$ cat config.mk
export PLATFORM = sky130hd
export DESIGN_NAME = dm_arb
export DESIGN_NICKNAME = d
export VERILOG_FILES = /design/src/rtl/dm_arb.sv
export SDC_FILE = /design/constraint.sdc
export NUM_CORES = 1
export LEC_CHECK = 0
export ABC_AREA = 1
export BUFFER_PORTS_ARGS = -buffer_cell sky130_fd_sc_hd__buf_2
export CAP_MARGIN = 15
export CORE_UTILIZATION = 42
export CTS_CLUSTER_DIAMETER = 30
export CTS_CLUSTER_SIZE = 25
export DETAILED_ROUTE_END_ITERATION = 7
export PLACE_DENSITY = 0.95
export SYNTH_ARGS = -nofsm -noshare
export SYNTH_HDL_FRONTEND = slang
export SYNTH_SLANG_ARGS = --single-unit
$ cat constraint.sdc
create_clock -name clk -period 3.5 [get_ports clk]
set_input_delay 0.525 -clock clk [delete_from_list [all_inputs] [get_ports clk]]
set_output_delay 0.525 -clock clk [all_outputs]
set_load 0.02 [all_outputs]
$ cat src/rtl/dm_arb.sv
// Two-master round-robin arbiter in front of a single-port data memory.
// Optional wait statistics are enabled by defining DM_ARB_STATS_EN.
module dm_arb #(
  parameter logic RR_INIT = 1'b0
) (
  input  logic        clk,
  input  logic        rst,
  input  logic        m0_req,
  input  logic        m0_we,
  input  logic [8:2]  m0_addr,
  input  logic [31:0] m0_wdata,
  input  logic        m1_req,
  input  logic        m1_we,
  input  logic [8:2]  m1_addr,
  input  logic [31:0] m1_wdata,
  output logic        m0_gnt,
  output logic        m1_gnt,
  output logic        m0_rvalid,
  output logic        m1_rvalid,
  output logic [31:0] rdata,
  output logic        dm_we,
  output logic [8:2]  dm_addr,
  output logic [31:0] dm_wdata,
  input  logic [31:0] dm_rdata,
`ifdef DM_ARB_STATS_EN
  output logic [15:0] m0_wait_cnt,
  output logic [15:0] m1_wait_cnt,
`endif
  output logic [1:0]  o_dbg_state,
  output logic        o_dbg_ptr
);

  // Handshake: a master raises req with a stable command and holds both until
  // it sees gnt; the access happens in the gnt cycle and the command is not
  // latched, so it must stay valid through that cycle. Reads return one cycle
  // later as an rvalid pulse with the shared rdata.

  typedef enum logic [1:0] {
    IDLE = 2'b00,
    G0   = 2'b01,
    G1   = 2'b10
  } state_t;

  state_t      r_state;
  logic        r_ptr;
  logic [31:0] r_rdata;
  logic        r_rvalid0;
  logic        r_rvalid1;

  logic        w_elig0;
  logic        w_elig1;
  state_t      w_next;
  logic        w_we;
  logic [8:2]  w_addr;
  logic [31:0] w_wdata;
  logic        w_rd0;
  logic        w_rd1;

  // A master that is granted this cycle sits out the next decision.
  assign w_elig0 = m0_req && (r_state != G0);
  assign w_elig1 = m1_req && (r_state != G1);

  assign w_rd0 = (r_state == G0) && !m0_we;
  assign w_rd1 = (r_state == G1) && !m1_we;

  always_comb begin
    w_next = IDLE;
    if (w_elig0 && w_elig1)
      w_next = r_ptr ? G1 : G0;
    else if (w_elig0)
      w_next = G0;
    else if (w_elig1)
      w_next = G1;
  end

  always_ff @(posedge clk) begin
    if (rst) begin
      r_state   <= IDLE;
      r_ptr     <= RR_INIT;
      r_rdata   <= 32'h0;
      r_rvalid0 <= 1'b0;
      r_rvalid1 <= 1'b0;
    end else begin
      r_state   <= w_next;
      if (w_next == G0)
        r_ptr <= 1'b1;
      else if (w_next == G1)
        r_ptr <= 1'b0;
      r_rvalid0 <= w_rd0;
      r_rvalid1 <= w_rd1;
      if (w_rd0 || w_rd1)
        r_rdata <= dm_rdata;
    end
  end

  always_comb begin
    w_we    = 1'b0;
    w_addr  = '0;
    w_wdata = 32'h0;
    case (r_state)
      G0: begin
        w_we    = m0_we;
        w_addr  = m0_addr;
        w_wdata = m0_wdata;
      end
      G1: begin
        w_we    = m1_we;
        w_addr  = m1_addr;
        w_wdata = m1_wdata;
      end
      default: ;
    endcase
  end

  // Reset gates the write strobe immediately so an in-flight grant is harmless.
  assign dm_we     = w_we && !rst;
  assign dm_addr   = w_addr;
  assign dm_wdata  = w_wdata;

  assign m0_gnt    = (r_state == G0);
  assign m1_gnt    = (r_state == G1);
  assign m0_rvalid = r_rvalid0;
  assign m1_rvalid = r_rvalid1;
  assign rdata     = r_rdata;

  assign o_dbg_state = r_state;
  assign o_dbg_ptr   = r_ptr;

`ifdef DM_ARB_STATS_EN
  logic [15:0] r_wait0;
  logic [15:0] r_wait1;

  always_ff @(posedge clk) begin
    if (rst) begin
      r_wait0 <= 16'h0;
      r_wait1 <= 16'h0;
    end else begin
      if (m0_req && !m0_gnt && (r_wait0 != 16'hFFFF))
        r_wait0 <= r_wait0 + 16'd1;
      if (m1_req && !m1_gnt && (r_wait1 != 16'hFFFF))
        r_wait1 <= r_wait1 + 16'd1;
    end
  end

  assign m0_wait_cnt = r_wait0;
  assign m1_wait_cnt = r_wait1;
`endif

endmodule
==> impl_results.md, run 1 <==
- Endpoints failing hold: 0
- Run status: finished clean
- DRC violation count after routing: 0
- Average cell area after synthesis: 6.11 µm²
- Critical Path AT: 2.26 ns
- Initial standard-cell utilization of the core: 0.441
- Synth Register Bits: 37
- Top cells by area in the synthesized netlist: sky130_fd_sc_hd__dfxtp_1 32%, sky130_fd_sc_hd__nand2_1 19%, sky130_fd_sc_hd__a21oi_1 16%
- Warning count from the yosys run: 0
- Primary flip-flop cell chosen by synthesis mapping: sky130_fd_sc_hd__dfxtp_1
- Maximum buffer depth of the clock tree: 2
- Final worst clock skew: 0.00484 ns
- Number of setup violations in the final report: 0
- Worst ir drop on vdd: 326 µV
- Setup Buffers After CTS: 0
- Reg-to-reg critical path endpoint: rdata[13]$_SDFFE_PP0P_
- Max Cap Violations: 0
- Vias in the first global route: 2498
- Combinational cell fraction of total power: 0.314
- Switching share of power: 0.330
- Ratio of final minimum period to clock period: 0.795
- Most numerous cell in the Yosys netlist: sky130_fd_sc_hd__nand2_1
- Post-layout total power: 1.25 mW
- Number of placed cells counting well taps: 611
- Post-detail-place hpwl: 6030 µm
- Die area: 5740 µm²
- Critical Path Start: o_dbg_state[0]$_SDFF_PP0_
- Sort of element at the start of the critical path: flip-flop
- Finished Core Util: 0.634
- # IOs: 195
- Area grow syn2layout: 43.7%
- Transition time at the pin with the least slew margin: 1.15 ns
- Post-synth cell types: 15
- Gates resized, CTS repair: 0
- Die Height: 75.7 µm
- Placement row count: 26
- Initial drt markers: 140
- Biggest fanout along the worst timing path: 40
- Average routed wire per standard cell: 12.5 µm
- Clock latency on the worst-skew pair: 0.28 ns
- Number of enable flip-flop cells after synthesis: 0
- Sink Count: 37
- Setup TNS after final layout: 0 ns
- Clock power frac: 0.305
- Number of nets in the final layout: 669
- Power density of the placed cells: 381 nW/µm²
- Depth of the worst register-to-register path: 6
- Sequential group share of total power: 0.381
- Final weighted congestion in routability-driven placement: 0.884
- Slack of the worst reg-to-reg path: 1.49 ns
- CTS Root Buffer Type: sky130_fd_sc_hd__clkbuf_8
- Total of buffers placed on input and output ports: 194
- Most common library cells after synthesis: 116 x sky130_fd_sc_hd__nand2_1, 73 x sky130_fd_sc_hd__a21oi_1, 41 x sky130_fd_sc_hd__inv_1, 37 x sky130_fd_sc_hd__dfxtp_1, 36 x sky130_fd_sc_hd__nor2_1
- Final global-route overflow total: 0
- Core Box Area: 5170 µm²
- Max H-tree Level: 2
- Clock tree from TritonCTS: built
- Antenna-violating nets left: 0
- Origin of the critical flop-to-flop path: o_dbg_state[0]$_SDFF_PP0_
- Net count after synthesis: 495
- Routed via count divided by cell count: 4.90
- Worst Path Required: 2.97 ns
- Setup repair after global routing missed its margin: no
- Async set or reset register ratio after synthesis: 0
- Number of buffers inserted during clock tree synthesis: 5
- Register clock-pin slew on the reported worst setup and hold paths: 0.07 ns
- Layout Cells excl Fill: 620
- Library cell occupying the most area in the post-synthesis netlist: sky130_fd_sc_hd__dfxtp_1
- Worst Setup End Kind: output port
- Horizontal die dimension: 75.7 µm
- GR Util All Layers: 0.259
- First-pass GRT wire length: 11100 µm
- Total via count in the routed design: 3039
- Clock period minus final worst setup slack: 2.78 ns
- Maximum number of pins on one net before global-route repair: 66
- Final-report max-slew violation count: 0
- Post-detailed-routing wire length: 7780 µm
- Worst relative slew slack: 0.230
- Maximum frequency from static timing analysis: 0.359 GHz
- Internal power contribution: 0.838 mW
- Share of Yosys cell area claimed by the top area cell type: 0.324
- First-pass detailed-route iteration total: 5
- Number of antenna violations at the first check in global routing: 1
- # fillers: 496
- Critical Path End: dm_we
- Setup Crit Path Kind: reg2out
- Leak pwr: 1.87 nW
- Instance count of the mapped netlist: 374
- Post-synth design cell area: 2280 µm²
- Net switching component of the power: 0.413 mW
- Fraction of layout instances using a drive strength above 1: 0.377
- Number of hold buffers added after CTS: 0
- Hold Crit Class: in2reg
- Share of synthesized area occupied by flip-flops and latches: 0.324
worst min path at each step:
stage | start | endpoint | slack, ns | cells past startpoint
after detailed placement | o_dbg_ptr$_SDFFE_PP0P_ | o_dbg_ptr$_SDFFE_PP0P_ | 0.50 | 2
after floorplan | o_dbg_ptr$_SDFFE_PP0P_ | o_dbg_ptr$_SDFFE_PP0P_ | 0.55 | 2
after CTS | dm_rdata[26] | rdata[26]$_SDFFE_PP0P_ | 0.45 | 3
final | dm_rdata[26] | rdata[26]$_SDFFE_PP0P_ | 0.45 | 3
after global routing | dm_rdata[8] | rdata[8]$_SDFFE_PP0P_ | 0.47 | 3
after global placement | o_dbg_ptr$_SDFFE_PP0P_ | o_dbg_ptr$_SDFFE_PP0P_ | 0.47 | 2
stage by stage:
step / hold WS [ns] / instance area [µm²] / worst slack [ns]
after global routing: 0.468 / 3280 / 0.553
after CTS: 0.450 / 3280 / 0.677
after global placement: 0.472 / 3160 / 1.11
after floorplan: 0.554 / 2280 / 1.35
after detailed placement: 0.501 / 3160 / 0.993
final: 0.454 / 3280 / 0.717
flip-flops by register name, indices dropped and copies added, names as in the netlist:
signal	count
m1_rvalid	1
o_dbg_ptr	1
rdata	32
m0_rvalid	1
o_dbg_state	2
cell families after synthesis:
| family | count (synthesis) | share of synthesized area |
|---|---|---|
| simple gates | 187 | 0.328 |
| compound gates | 75 | 0.165 |
| buf+inv | 70 | 0.155 |
| flops | 37 | 0.324 |
| fa+ha+maj | 5 | 0.0274 |
placed cells by master, fill, tap and decap left out, types with 2 or more instances in the layout:
| master | n |
|---|---|
| sky130_fd_sc_hd__nand3_1 | 32 |
| sky130_fd_sc_hd__dfxtp_1 | 37 |
| sky130_fd_sc_hd__nand2_1 | 114 |
| sky130_fd_sc_hd__inv_1 | 41 |
| sky130_fd_sc_hd__ha_1 | 5 |
| sky130_fd_sc_hd__nor2_1 | 36 |
| sky130_fd_sc_hd__a21oi_1 | 73 |
| sky130_fd_sc_hd__clkbuf_8 | 6 |
| sky130_fd_sc_hd__buf_4 | 2 |
| sky130_fd_sc_hd__buf_2 | 194 |
| sky130_fd_sc_hd__nand2_2 | 2 |
| sky130_fd_sc_hd__or2_2 | 2 |
power groups by stage:
stage / clock network, mW / logic (mW) / registers [mW]
4_1_cts: 0.389 / 0.392 / 0.476
2_1_floorplan: 0 / 0.205 / 0.531
5_1_grt: 0.403 / 0.437 / 0.481
3_5_place_dp: 0 / 0.389 / 0.486
3_3_place_gp: 0 / 0.378 / 0.483
6_report: 0.382 / 0.393 / 0.476
worst max-delay path, stage by stage (launching register included):
cell and delay (ns):
sky130_fd_sc_hd__dfxtp_1 0.40, sky130_fd_sc_hd__inv_1 0.08, sky130_fd_sc_hd__ha_1 0.74, sky130_fd_sc_hd__or2_2 0.48, sky130_fd_sc_hd__a21oi_1 0.10, sky130_fd_sc_hd__buf_2 0.17
routing by layer:
metal,global-route usage,up-vias,share of wire
met3,0.0794,25,0.10
met5,0,-,0
met4,0.111,0,0.032
li1,-,1512,-
met1,0.305,1330,0.41
met2,0.435,172,0.46
area by class of cell:
class                   count  area, µm²  share of cell area
diodes                      1       2.50            0.000763
flip-flops and latches     37        741               0.226
clock inverters             1       30.0             0.00915
well taps                  70       87.6              0.0267
repair buffers            196        986               0.301
clock buffers               7       86.3              0.0263
inverters                  41        154              0.0469
multi-input cells         267       1190               0.364
Note: power is estimated with default switching activity, not from simulation.
==> run 2: changes to the inputs <==
Settings changed: ABC_AREA 1 to 0, CORE_UTILIZATION 42 to 34, PLACE_DENSITY 0.95 to 0.87.
Clock period 3.5 ns to 2.4 ns, I/O delays scaled along.
==> impl_results.md, run 2 <==
- Biggest fanout along the worst timing path: 15 (was 40)
- Maximum number of pins on one net before global-route repair: 41 (was 66)
- Maximum cell stage delay along the critical path: 0.47 ns (was 0.74 ns)
- Total via count in the routed design: 2462 (was 3039)
- Maximum buffer depth of the clock tree: 2 (unchanged)
- Leak pwr: 1.85 nW (was 1.87 nW)
- Core Box Area: 6310 µm² (was 5170 µm²)
- Placement row count: 29 (was 26)
- Hold EP: m0_rvalid$_SDFF_PP0_ (was rdata[26]$_SDFFE_PP0P_)
- Sort of element at the start of the critical path: flip-flop (unchanged)
- ANT cells: 0 (was 1)
- Most common library cells after synthesis: 65 x sky130_fd_sc_hd__nand2b_1, 41 x sky130_fd_sc_hd__nor2_1, 40 x sky130_fd_sc_hd__a22oi_1, 37 x sky130_fd_sc_hd__dfxtp_1, 33 x sky130_fd_sc_hd__mux2i_1 (was 116 x sky130_fd_sc_hd__nand2_1, 73 x sky130_fd_sc_hd__a21oi_1, 41 x sky130_fd_sc_hd__inv_1, 37 x sky130_fd_sc_hd__dfxtp_1, 36 x sky130_fd_sc_hd__nor2_1)
- Number of setup violations in the final report: 0 (unchanged)
- Initial standard-cell utilization of the core: 0.351 (was 0.441)
- Number of enable flip-flop cells after synthesis: 0 (unchanged)
- Horizontal die dimension: 82.7 µm (was 75.7 µm)
- Total of buffers placed on input and output ports: 194 (unchanged)
- Routed via count divided by cell count: 4.76 (was 4.90)
- Post-synth cell types: 19 (was 15)
- Setup TNS after final layout: 0 ns (unchanged)
- Critical Path AT: 1.87 ns (was 2.26 ns)
- Setup repair after global routing missed its margin: no (unchanged)
- Worst relative slew slack: 0.719 (was 0.230)
- Die area: 6840 µm² (was 5740 µm²)
- Final-report max-slew violation count: 0 (unchanged)
- Primary flip-flop cell chosen by synthesis mapping: sky130_fd_sc_hd__dfxtp_1 (unchanged)
- Area grow syn2layout: 49.9% (was 43.7%)
- Sink Count: 37 (unchanged)
- Routing usage on met1: 0.192 (was 0.305)
- Average routed wire per standard cell: 12.4 µm (was 12.5 µm)
- Slowest cell on the critical path: sky130_fd_sc_hd__ha_1 (unchanged)
- Max Cap Violations: 0 (unchanged)
- Worst Hold Depth: 2 (was 3)
- Clock period minus final worst setup slack: 2.23 ns
- Layout Cells excl Fill: 517 (was 620)
- Net count after synthesis: 376 (was 495)
- Ratio of final minimum period to clock period: 0.928
- Library cell occupying the most area in the post-synthesis netlist: sky130_fd_sc_hd__dfxtp_1 (unchanged)
- Number of antenna violations at the first check in global routing: 0 (was 1)
- Hold Crit Class: in2reg (unchanged)
- Warning count from the yosys run: 0 (unchanged)
- Top library cells by usage in the layout, fill and taps aside: 194 x sky130_fd_sc_hd__buf_2, 65 x sky130_fd_sc_hd__nand2b_1, 41 x sky130_fd_sc_hd__nor2_1 (was 194 x sky130_fd_sc_hd__buf_2, 114 x sky130_fd_sc_hd__nand2_1, 73 x sky130_fd_sc_hd__a21oi_1)
- Async set or reset register ratio after synthesis: 0 (unchanged)
- Share of synthesized area occupied by flip-flops and latches: 0.334 (was 0.324)
- Endpoints failing hold: 0 (unchanged)
- Number of buffers inserted during clock tree synthesis: 5 (unchanged)
- First-pass GRT wire length: 8670 µm (was 11100 µm)
- Setup Buffers After CTS: 0 (unchanged)
- Final global-route overflow total: 0 (unchanged)
- Max FFs per register: 32 (unchanged)
- Share of Yosys cell area claimed by the top area cell type: 0.334 (was 0.324)
- Crit path max-delay family: buffers and inverters (was adder cells)
- Top cells by area in the synthesized netlist: sky130_fd_sc_hd__dfxtp_1 33%, sky130_fd_sc_hd__nand2b_1 18%, sky130_fd_sc_hd__mux2i_1 15% (was sky130_fd_sc_hd__dfxtp_1 32%, sky130_fd_sc_hd__nand2_1 19%, sky130_fd_sc_hd__a21oi_1 16%)
- Final worst clock skew: 0.00787 ns (was 0.00484 ns)
- First-pass detailed-route iteration total: 4 (was 5)
- Origin of the critical flop-to-flop path: o_dbg_state[1]$_SDFF_PP0_ (was o_dbg_state[0]$_SDFF_PP0_)
- Slack of the worst reg-to-reg path: 0.64 ns (was 1.49 ns)
- Fraction of layout instances using a drive strength above 1: 0.477 (was 0.377)
- Power density of the placed cells: 502 nW/µm² (was 381 nW/µm²)
- Depth of the worst register-to-register path: 7 (was 6)
- Final weighted congestion in routability-driven placement: 0.811 (was 0.884)
- # fillers: 591 (was 496)
- Post-detail-place hpwl: 4910 µm (was 6030 µm)
- Post-detailed-routing wire length: 6390 µm (was 7780 µm)
- Register clock-pin slew on the reported worst setup and hold paths: 0.07 ns (about the same)
- Initial drt markers: 116 (was 140)
- DRC violation count after routing: 0 (unchanged)
- WP buf/inv: 3 (was 2)
- CTS Root Buffer Type: sky130_fd_sc_hd__clkbuf_8 (unchanged)
- Reg-to-reg critical path endpoint: o_dbg_ptr$_SDFFE_PP0P_ (was rdata[13]$_SDFFE_PP0P_)
- Post-synth design cell area: 2210 µm² (was 2280 µm²)
- Setup Crit Path Kind: reg2out (unchanged)
- Run status: finished clean (unchanged)
- Busiest layer in global routing: met2 (unchanged)
- Cell chain of the critical path: inv_1 -> ha_1 -> buf_4 -> nor3_1 -> buf_2 (was inv_1 -> ha_1 -> or2_2 -> a21oi_1 -> buf_2)
- Met3 Resource Use GR: 0.0363 (was 0.0794)
- Commonest non-fill, non-tap cell in the layout: sky130_fd_sc_hd__buf_2 (unchanged)
- Global-route track usage on met2: 0.305 (was 0.435)
- # IOs: 195 (unchanged)
- Instance count of the mapped netlist: 255 (was 374)
- GR Util All Layers: 0.167 (was 0.259)
- Antenna-violating nets left: 0 (unchanged)
- Die Height: 82.7 µm (was 75.7 µm)
- Vias in the first global route: 1994 (was 2498)
- Critical Path Start: o_dbg_state[0]$_SDFF_PP0_ (unchanged)
- Transition time at the pin with the least slew margin: 0.422 ns (was 1.15 ns)
- Maximum frequency from static timing analysis: 0.449 GHz
- Clock tree from TritonCTS: built (unchanged)
- Worst hold path startpoint: m0_we (was dm_rdata[26])
- Worst Path Required: 2.04 ns (was 2.97 ns)
- Number of hold buffers added after CTS: 0 (unchanged)
- Most numerous cell in the Yosys netlist: sky130_fd_sc_hd__nand2b_1 (was sky130_fd_sc_hd__nand2_1)
- Worst Setup End Kind: output port (unchanged)
- Number of placed cells counting well taps: 509 (was 611)
- Average cell area after synthesis: 8.68 µm² (was 6.11 µm²)
- Number of nets in the final layout: 560 (was 669)
- Max H-tree Level: 2 (unchanged)
- Clock latency on the worst-skew pair: 0.29 ns (was 0.28 ns)
- Worst ir drop on vdd: 337 µV (was 326 µV)
- Synth Register Bits: 37 (unchanged)
[run 2: logic make-up after synthesis]
kind of cell / after synthesis / synth area share
and+or+nand+nor: 112 / 0.274
AOI/OAI and AO/OA: 43 / 0.147
DFF: 37 / 0.334
muxes: 33 / 0.149
buffers and inverters: 25 / 0.0667
adders and majority gates: 5 / 0.0282
[run 2: power by group]
part           internal, mW  total, mW  switching (mW)
Sequential            0.646      0.664          0.0173
Combinational         0.209      0.465           0.256
Clock                 0.312      0.537           0.225
[run 2: worst max path at each step]
| stage | to | slack [ns] | cells past startpoint |
|---|---|---|---|
| CTS | dm_addr[6] | 0.16 | 5 |
| global placement | dm_addr[6] | 0.13 | 5 |
| finish | dm_we | 0.17 | 5 |
| floorplan | dm_we | 0.43 | 4 |
| detailed placement | dm_addr[6] | 0.03 | 5 |
| global route | dm_we | 0.04 | 5 |
[run 2: metrics by stage]
step           setup WS, ns  utilization  power, mW  hold WS (ns)  cell area, µm²
4_1_cts               0.159        0.524       1.68         0.275            3310
2_1_floorplan         0.426            -      0.963         0.436            2210
5_1_grt              0.0383        0.526       1.77         0.281            3320
6_report              0.173        0.526       1.66         0.287            3320
3_3_place_gp          0.130        0.506       1.13         0.457            3200
3_5_place_dp         0.0328        0.506       1.14         0.463            3200
[run 2: final cells by class]
cell class	instances	area (µm²)	share of cell area
repair buffers	199	1020	0.308
clock inverters	2	38.8	0.0117
well taps	77	96.3	0.0290
inverters	3	11.3	0.00339
flip-flops and latches	37	741	0.223
multi-input cells	193	1340	0.403
clock buffers	6	72.6	0.0219
[run 2: repair_timing]
action	CTS	global route
setup endpoints to repair	39	6
gates resized for setup	1	1
pin swaps	0	0
[run 2: routing by layer]
| metal | wire, µm | vias up |
|---|---|---|
| li1 | - | 1228 |
| met1 | 2650 | 1111 |
| met2 | 3220 | 115 |
| met3 | 441 | 8 |
| met4 | 78 | 0 |
| met5 | 0 | - |
==> run 3: changes to the inputs <==
Settings changed: PLACE_DENSITY 0.87 to 0.85.
==> impl_results.md, run 3 (synthesis results as in run 2) <==
- Gates resized, CTS repair: 0 (was 1)
- Vias in the first global route: 2040 (was 1994)
- Post-detailed-routing wire length: 6290 µm (was 6390 µm)
- Area grow syn2layout: 48.6% (was 49.9%)
- Depth of the worst register-to-register path: 7 (unchanged)
- Total of buffers placed on input and output ports: 194 (unchanged)
- Number of nets in the final layout: 560 (unchanged)
- Average routed wire per standard cell: 12.2 µm (was 12.4 µm)
- Placement row count: 29 (unchanged)
- Critical Path AT: 1.70 ns (was 1.87 ns)
- Total via count in the routed design: 2455 (was 2462)
- Number of buffers inserted during clock tree synthesis: 5 (unchanged)
- # fillers: 628 (was 591)
- Commonest non-fill, non-tap cell in the layout: sky130_fd_sc_hd__buf_2 (unchanged)
- Run status: finished clean (unchanged)
- First-pass detailed-route iteration total: 5 (was 4)
- Endpoints failing hold: 0 (unchanged)
- Initial drt markers: 105 (was 116)
- Sort of element at the start of the critical path: flip-flop (unchanged)
- Biggest fanout along the worst timing path: 40 (was 15)
- # IOs: 195 (unchanged)
- Worst Path Required: 2.04 ns (about the same)
- Worst hold path startpoint: m0_we (unchanged)
- Final global-route overflow total: 0 (unchanged)
- Reg-to-reg critical path endpoint: o_dbg_ptr$_SDFFE_PP0P_ (unchanged)
- Critical Path End: dm_we (unchanged)
- Final weighted congestion in routability-driven placement: 0.830 (was 0.811)
- DR top layer: met4 (unchanged)
- Amount of wire on met3 after detailed routing: 501 µm (was 441 µm)
- CTS Root Buffer Type: sky130_fd_sc_hd__clkbuf_8 (unchanged)
- Number of setup violations in the final report: 0 (unchanged)
- Max Cap Violations: 0 (unchanged)
- Slack of the worst reg-to-reg path: 0.71 ns (was 0.64 ns)
- Worst Setup End Kind: output port (unchanged)
- Ratio of final minimum period to clock period: 0.859 (was 0.928)
- Setup TNS after final layout: 0 ns (unchanged)
- Critical Path Start: o_dbg_state[0]$_SDFF_PP0_ (unchanged)
- Number of antenna violations at the first check in global routing: 0 (unchanged)
- Horizontal die dimension: 82.7 µm (unchanged)
- Setup Crit Path Kind: reg2out (unchanged)
- Area used by multi-input combinational logic: 1330 µm² (was 1340 µm²)
- ANT cells: 0 (unchanged)
- Maximum number of pins on one net before global-route repair: 41 (unchanged)
- Met1 Routed Length: 2550 µm (was 2650 µm)
- DRC violation count after routing: 0 (unchanged)
- Worst ir drop on vdd: 258 µV (was 337 µV)
- Clock tree from TritonCTS: built (unchanged)
- Clock latency on the worst-skew pair: 0.28 ns (was 0.29 ns)
- Routed via count divided by cell count: 4.75 (was 4.76)
- Final-report max-slew violation count: 0 (unchanged)
- Post-layout total power: 1.54 mW (was 1.66 mW)
- Maximum buffer depth of the clock tree: 2 (unchanged)
- Top library cells by usage in the layout, fill and taps aside: 194 x sky130_fd_sc_hd__buf_2, 65 x sky130_fd_sc_hd__nand2b_1, 41 x sky130_fd_sc_hd__nor2_1 (unchanged)
- Origin of the critical flop-to-flop path: o_dbg_state[0]$_SDFF_PP0_ (was o_dbg_state[1]$_SDFF_PP0_)
- Max FFs per register: 32 (unchanged)
- Final worst clock skew: 0.00858 ns (was 0.00787 ns)
- Power density of the placed cells: 469 nW/µm² (was 502 nW/µm²)
- Met2 WL: 3210 µm (was 3220 µm)
- Number of hold buffers added after CTS: 0 (unchanged)
- Fraction of layout instances using a drive strength above 1: 0.473 (was 0.477)
- Die Height: 82.7 µm (unchanged)
- Die area: 6840 µm² (unchanged)
- Sink Count: 37 (unchanged)
- Clock period minus final worst setup slack: 2.06 ns (was 2.23 ns)
- Initial standard-cell utilization of the core: 0.351 (unchanged)
- Maximum frequency from static timing analysis: 0.485 GHz (was 0.449 GHz)
- Transition time at the pin with the least slew margin: 0.446 ns (was 0.422 ns)
- Max H-tree Level: 2 (unchanged)
- Sequential cell area in the final layout: 741 µm² (unchanged)
- Setup Buffers After CTS: 0 (unchanged)
- First-pass GRT wire length: 8760 µm (was 8670 µm)
- Setup repair after global routing missed its margin: no (unchanged)
- Hold Crit Class: in2reg (unchanged)
- Antenna-violating nets left: 0 (unchanged)
- Leak pwr: 1.84 nW (was 1.85 nW)
- GR Util All Layers: 0.169 (was 0.167)
- Register clock-pin slew on the reported worst setup and hold paths: 0.07 ns (about the same)
- Core Box Area: 6310 µm² (unchanged)
- Worst relative slew slack: 0.703 (was 0.719)
- Post-detail-place hpwl: 4920 µm (was 4910 µm)
[run 3: how the worst min path moves through the flow]
stage                        endpoint  slack, ns  depth (start not counted)
2_1_floorplan    m0_rvalid$_SDFF_PP0_       0.44                          1
3_3_place_gp   rdata[28]$_SDFFE_PP0P_       0.46                          2
3_5_place_dp    rdata[4]$_SDFFE_PP0P_       0.47                          2
4_1_cts          m0_rvalid$_SDFF_PP0_       0.28                          2
5_1_grt          m0_rvalid$_SDFF_PP0_       0.28                          2
6_report         m0_rvalid$_SDFF_PP0_       0.29                          2
[run 3: routing by layer]
layer  GRT usage  vias up
li1            -     1235
met1       0.190     1120
met2       0.306       98
met3      0.0516        2
met4      0.0466        0
met5           0        -
[run 3: metrics by stage]
stage	setup WS, ns	instances	area [µm²]	hold slack, ns	utilization
after detailed placement	0.634	509	3210	0.465	0.508
after global routing	0.188	517	3290	0.278	0.521
final	0.339	517	3290	0.292	0.521
after CTS	0.320	517	3290	0.281	0.521
after floorplan	0.426	255	2210	0.436	-
after global placement	0.691	509	3210	0.458	0.508
[run 3: where the power goes]
part           total, mW  switching [mW]  leakage (nW)  internal, mW
Sequential         0.663          0.0169         0.301         0.646
Clock              0.419           0.213        0.0385         0.205
Combinational      0.461           0.253          1.50         0.208
Total               1.54           0.483          1.84          1.06
[run 3: cell type report]
class	instances	area share
clock buffer	7	0.0232
clock inverter	1	0.00228
inverter	3	0.00342
multi-input combinational	193	0.403
sequential	37	0.225
tap	77	0.0293
timing repair buffer	199	0.314
[run 3: critical path: stages (launching register included)]
cell and delay (ns):
sky130_fd_sc_hd__dfxtp_1 0.39, sky130_fd_sc_hd__inv_1 0.08, sky130_fd_sc_hd__ha_1 0.30, sky130_fd_sc_hd__buf_4 0.25
sky130_fd_sc_hd__nor3_1 0.20, sky130_fd_sc_hd__buf_2 0.19
